==> src/rtl/option_encoder.sv <==
// Option encoder: packs a valid/data pair into a tagged value (tag 0 = Some, 1 = None)
// with a registered side-channel giving a delayed copy, the last Some payload and a Some count.
module option_encoder #(
  parameter int unsigned W  = 16,
  parameter int unsigned CW = 16
) (
  input  logic          _i_clk,
  input  logic          _i_rst,
  input  logic [W-1:0]  _i_x,
  input  logic          _i_valid,
  output logic [W:0]    __output,
  output logic [W:0]    _o_reg,
  output logic [W-1:0]  _o_last_some,
  output logic          _o_has_last,
  output logic [CW-1:0] _o_some_count
);

  localparam logic [CW-1:0] CNT_MAX = '1;
  localparam logic [W:0]    NONE    = {1'b1, {W{1'b0}}};

  // Zero-latency encode; None carries an all-zero payload so it is never X.
  always_comb begin
    __output = NONE;
    if (_i_valid) begin
      __output = {1'b0, _i_x};
    end
  end

  // Registered views of the stream; reset takes priority over a valid sample.
  always_ff @(posedge _i_clk) begin
    if (_i_rst) begin
      _o_reg        <= NONE;
      _o_last_some  <= '0;
      _o_has_last   <= 1'b0;
      _o_some_count <= '0;
    end else begin
      _o_reg <= __output;
      if (_i_valid) begin
        _o_last_some <= _i_x;
        _o_has_last  <= 1'b1;
        if (_o_some_count != CNT_MAX) begin
          _o_some_count <= _o_some_count + CW'(1);
        end
      end
    end
  end

endmodule

==> config.mk <==
export PLATFORM = sky130hd
export DESIGN_NAME = option_encoder
export DESIGN_NICKNAME = d
export VERILOG_FILES = /design/src/rtl/option_encoder.sv
export SDC_FILE = /design/constraint.sdc
export NUM_CORES = 1
export LEC_CHECK = 0
export ABC_AREA = 0
export BUFFER_PORTS_ARGS = -buffer_cell sky130_fd_sc_hd__buf_2
export CAP_MARGIN = 20
export CORE_MARGIN = 2
export CORE_UTILIZATION = 50
export CTS_CLUSTER_SIZE = 14
export DETAILED_ROUTE_END_ITERATION = 12
export MAX_ROUTING_LAYER = met4
export PLACE_DENSITY = 0.87
export SETUP_SLACK_MARGIN = 0.5
export SLEW_MARGIN = 20
export SYNTH_ARGS = -nofsm -noshare
export SYNTH_HDL_FRONTEND = slang
export SYNTH_SLANG_ARGS = --single-unit
==> constraint.sdc <==
create_clock -name _i_clk -period 5.4 [get_ports _i_clk]
set_input_delay 1.62 -clock _i_clk [delete_from_list [all_inputs] [get_ports _i_clk]]
set_output_delay 1.62 -clock _i_clk [all_outputs]
set_load 0.01 [all_outputs]
* Word-level counts from Yosys, hierarchy flattened *
Cells that the tools add are included.

storage, ports and cells
  flip-flop bits (word level) = 50
  input port bits = 19
  logic and storage cells = 8

operators by class
  add/sub/neg operators = 1
  equality and inequality tests = 1
  muxes and demuxes = 1
  reductions and logical operators = 1

operators with widths
  cell                                                             count
  17-bit 2-to-1 mux                                                1
  16-bit by 1-bit adder with 16-bit output, second input constant  1
  16-bit != test, second input constant                            1
  2-bit AND reduction                                              1

* Longest topological paths before layout *
  depth in word-level cells = 2
  mapped depth = 5
  gate-level depth less buffers = 5

* Least setup slack after synthesis *
Ideal clock, no wire load.

  path kind = in2out
  start point = in _i_valid
  end point = out __output[10]
  arrival = 2.381 ns
  required time = 3.780 ns
  slack = 1.399 ns
  stages = 4
  path buffers = 2
  cell sequence = clkbuf_1 -> buf_1 -> nand2_1 -> inv_1

between the ends
  word-level cells in the longest chain between the ends = 1

RTL lines
  what               RTL line  text
  start, declared    10        input logic _i_valid,
  17-bit 2-to-1 mux  24        if (_i_valid) begin
  end, declared      11        output logic [W:0] __output,

No other way between the ends.

* Worst setup path after layout *
  start point = in _i_valid
  end point = out __output[11]

Same word-level chain as after synthesis.

==> insert_results.sql <==
INSERT INTO impl_metrics (metric_group, metric, value, unit) VALUES
('final_layout', 'syn2layout_area_growth', '27.76', '%'),
('pwr', 'design_power_total', '0.6726', 'mW'),
('pwr', 'power.leakage', '1.280', 'nW'),
('global_route', 'grt_first_pass_wirelength', '6.734', 'mm'),
('critical_path', 'critPathRequiredTime', '3.78', 'ns'),
('worst_hold_path', 'min_delay_worst_endpoint', '_o_last_some[6]', ''),
('cts', 'clock-root-buffer', 'sky130_fd_sc_hd__clkbuf_8', ''),
('status', 'outcome', 'completed', ''),
('timing', 'slew_violations', '0', ''),
('critical_path', 'critical_path.slowest_cell', 'sky130_fd_sc_hd__buf_2', ''),
('cts', 'number_of_buffers_added_for_setup_after_cts', '0', ''),
('timing', 'timing.final.setup_violations', '0', ''),
('placed_design', 'port_buffers', '85', ''),
('job', 'max_cap_viol_count', '0', ''),
('die', 'ioPinCount', '86', ''),
('routing', 'routed_wirelength_normalized_by_instance_count', '12.28', 'µm'),
('timing', 'skew_final', '0.01067', 'ns'),
('critical_path', 'reg2reg_to', '_o_some_count[6]', ''),
('yosys', 'synthDistinctLibCells', '43', ''),
('routing', 'dr.first_iter.drc_count', '103', ''),
('worst_hold_path', 'hold_depth', '2', ''),
('global_route', 'groute.usage.overall', '20.74', '%'),
('placed_design', 'pre_cts_ws', '1.392', 'ns'),
('timing', 'final.setup.worst_slack', '1.392', 'ns'),
('cts', 'post_cts.resized_instances', '0', ''),
('yosys', 'synthCells', '219', ''),
('timing', 'period_minus_slack', '4.008', 'ns'),
('yosys', 'synth_edf_count', '0', ''),
('final_layout', 'max_ffs_per_register', '17', ''),
('routing', 'drt-pass1-iter-count', '4', ''),
('yosys', 'synthesis.area', '0.001947', 'mm²'),
('cts', 'postCtsHoldBufs', '0', ''),
('final_layout', 'finalNetCount', '323', ''),
('yosys', 'synth_sequential_area_ratio', '51.41', '%'),
('cts', 'cts.path.max_buffers', '2', ''),
('timing', 'timing.final.hold_violations', '0', ''),
('global_route', 'maximum_number_of_pins_on_one_net_before_global_route_repair', '55', ''),
('global_route', 'grt-ovfl-total', '0', ''),
('timing', 'portion_of_the_clock_cycle_consumed_by_the_worst_path_in_the_final_layout', '74.22', '%'),
('cts', 'worst_setup_hold_path_clk_slew', '0.08', 'ns'),
('critical_path', 'reg2reg_from', '_o_some_count[0]', ''),
('worst_hold_path', 'holdCritPathClass', 'register to register', ''),
('yosys', 'prevailing_post_synth_register_cell', 'sky130_fd_sc_hd__dfxtp_1', ''),
('critical_path', 'crit_path_max_fanout', '24', ''),
('yosys', 'async_reset_ff_share', '0', '%'),
('yosys', 'yosysWarningCount', '0', ''),
('pwr', 'max_ir_drop_vdd', '0.1799', 'mV'),
('final_layout', 'post_layout_nonfiller_instances', '352', ''),
('timing', 'tightest_slew', '0.8844', 'ns'),
('yosys', 'syn_avg_cell_area', '8.890', 'µm²'),
('critical_path', 'worstSetupStartpointType', 'primary input', ''),
('timing', 'totalNegativeSetupSlack', '0', 'ns'),
('yosys', 'synth_largest_type_area_fraction', '51.41', '%'),
('placed_design', 'dp.final_hpwl', '3.146', 'mm'),
('yosys', 'postSynthRegisterBits', '50', ''),
('timing', 'grt_setup_unrepaired', 'no', ''),
('critical_path', 'critPathTopFamily', 'buffers and inverters', ''),
('cts', 'insertion_delay', '0.30', 'ns'),
('critical_path', 'crit_arrival', '2.39', 'ns'),
('final_layout', 'post_route_cells_drive_above_1_share', '34.54', '%'),
('timing', 'maxSlewHeadroom', '41.04', '%'),
('critical_path', 'critPathMostFrequentCell', 'sky130_fd_sc_hd__buf_2', ''),
('die', 'floorplan.die.height', '66.40', 'µm'),
('yosys', 'netlist_top_cells_area', 'sky130_fd_sc_hd__dfxtp_1 (51%), sky130_fd_sc_hd__nand2_1 (6.6%), sky130_fd_sc_hd__a21oi_1 (5.9%)', ''),
('routing', 'drt-vias-per-instance', '5.145', ''),
('critical_path', 'number_of_buffers_and_inverters_on_the_critical_path', '3', ''),
('placed_design', 'post-place-cells', '344', ''),
('routing', 'vias', '1811', ''),
('routing', 'final_antenna_net_count', '0', ''),
('routing', 'drcViolationCount', '0', ''),
('die', 'fp-row-count', '22', '');
==> worst register-to-register path: cells and delay by family (launching register included) <==
kind	cells	cell delay [ns]
fa+ha+maj	1	0.27
flops	1	0.44
mux	1	0.36
simple gates	2	0.64
==> cell usage in the layout (no fill, tap or decap), types with 4 or more instances in the layout <==
cell,instances
sky130_fd_sc_hd__buf_2,85
sky130_fd_sc_hd__dfxtp_1,50
sky130_fd_sc_hd__nand2_1,34
sky130_fd_sc_hd__nor2_1,26
sky130_fd_sc_hd__a21oi_1,23
sky130_fd_sc_hd__inv_1,18
sky130_fd_sc_hd__clkbuf_8,6
sky130_fd_sc_hd__and4_1,4
sky130_fd_sc_hd__o31ai_1,4
sky130_fd_sc_hd__or4_1,4
sky130_fd_sc_hd__nand4_1,4
==> area by class of cell <==
type / count / area [µm²]
Fill cell: 350 / 1229
Sequential cell: 50 / 1001
Multi-Input combinational cell: 141 / 830.8
Timing Repair Buffer: 86 / 432.9
Clock buffer: 7 / 86.33
Inverter: 19 / 71.32
Tap cell: 48 / 60.06
Clock inverter: 1 / 5.005
==> where the power goes <==
part / switching (mW) / internal, mW / leakage [nW]
clock: 0.112 / 0.103 / 0.0482
combinational: 0.0405 / 0.0279 / 0.823
sequential: 0.00683 / 0.382 / 0.409
total: 0.159 / 0.513 / 1.28
==> metal layers <==
metal	track usage [%]	up-vias	routed length, µm
met5	-	-	0
met4	8.929	0	65
met3	5.792	6	194
met2	35.88	45	2265
met1	22.10	843	1796
li1	-	917	-
==> worst max-delay path by stage <==
stage              endpoint  slack (ns)  depth (start not counted)     start
6_report       __output[11]        1.39                          4  _i_valid
5_1_grt         __output[9]        1.31                          4  _i_valid
4_1_cts        __output[11]        1.38                          4  _i_valid
3_5_place_dp    __output[5]        1.39                          4  _i_valid
3_3_place_gp    __output[9]        1.45                          4  _i_valid
2_1_floorplan  __output[10]        1.40                          4  _i_valid
==> per-stage QoR <==
stage	cell area [µm²]	util [%]
after floorplan	1947	-
after global placement	2396	64.48
after detailed placement	2396	64.48
after CTS	2487	66.94
after global routing	2487	66.94
final	2487	66.94
==> cell families after synthesis <==
family                     synth area share (%)
AOI/OAI and AO/OA                         12.60
buffers and inverters                     5.912
DFF                                       51.41
muxes                                     2.442
xor gates and xnor gates                 0.4500
and+or+nand+nor                           26.54
adders and majority gates                0.6426
(Power assumes the default switching activity.)
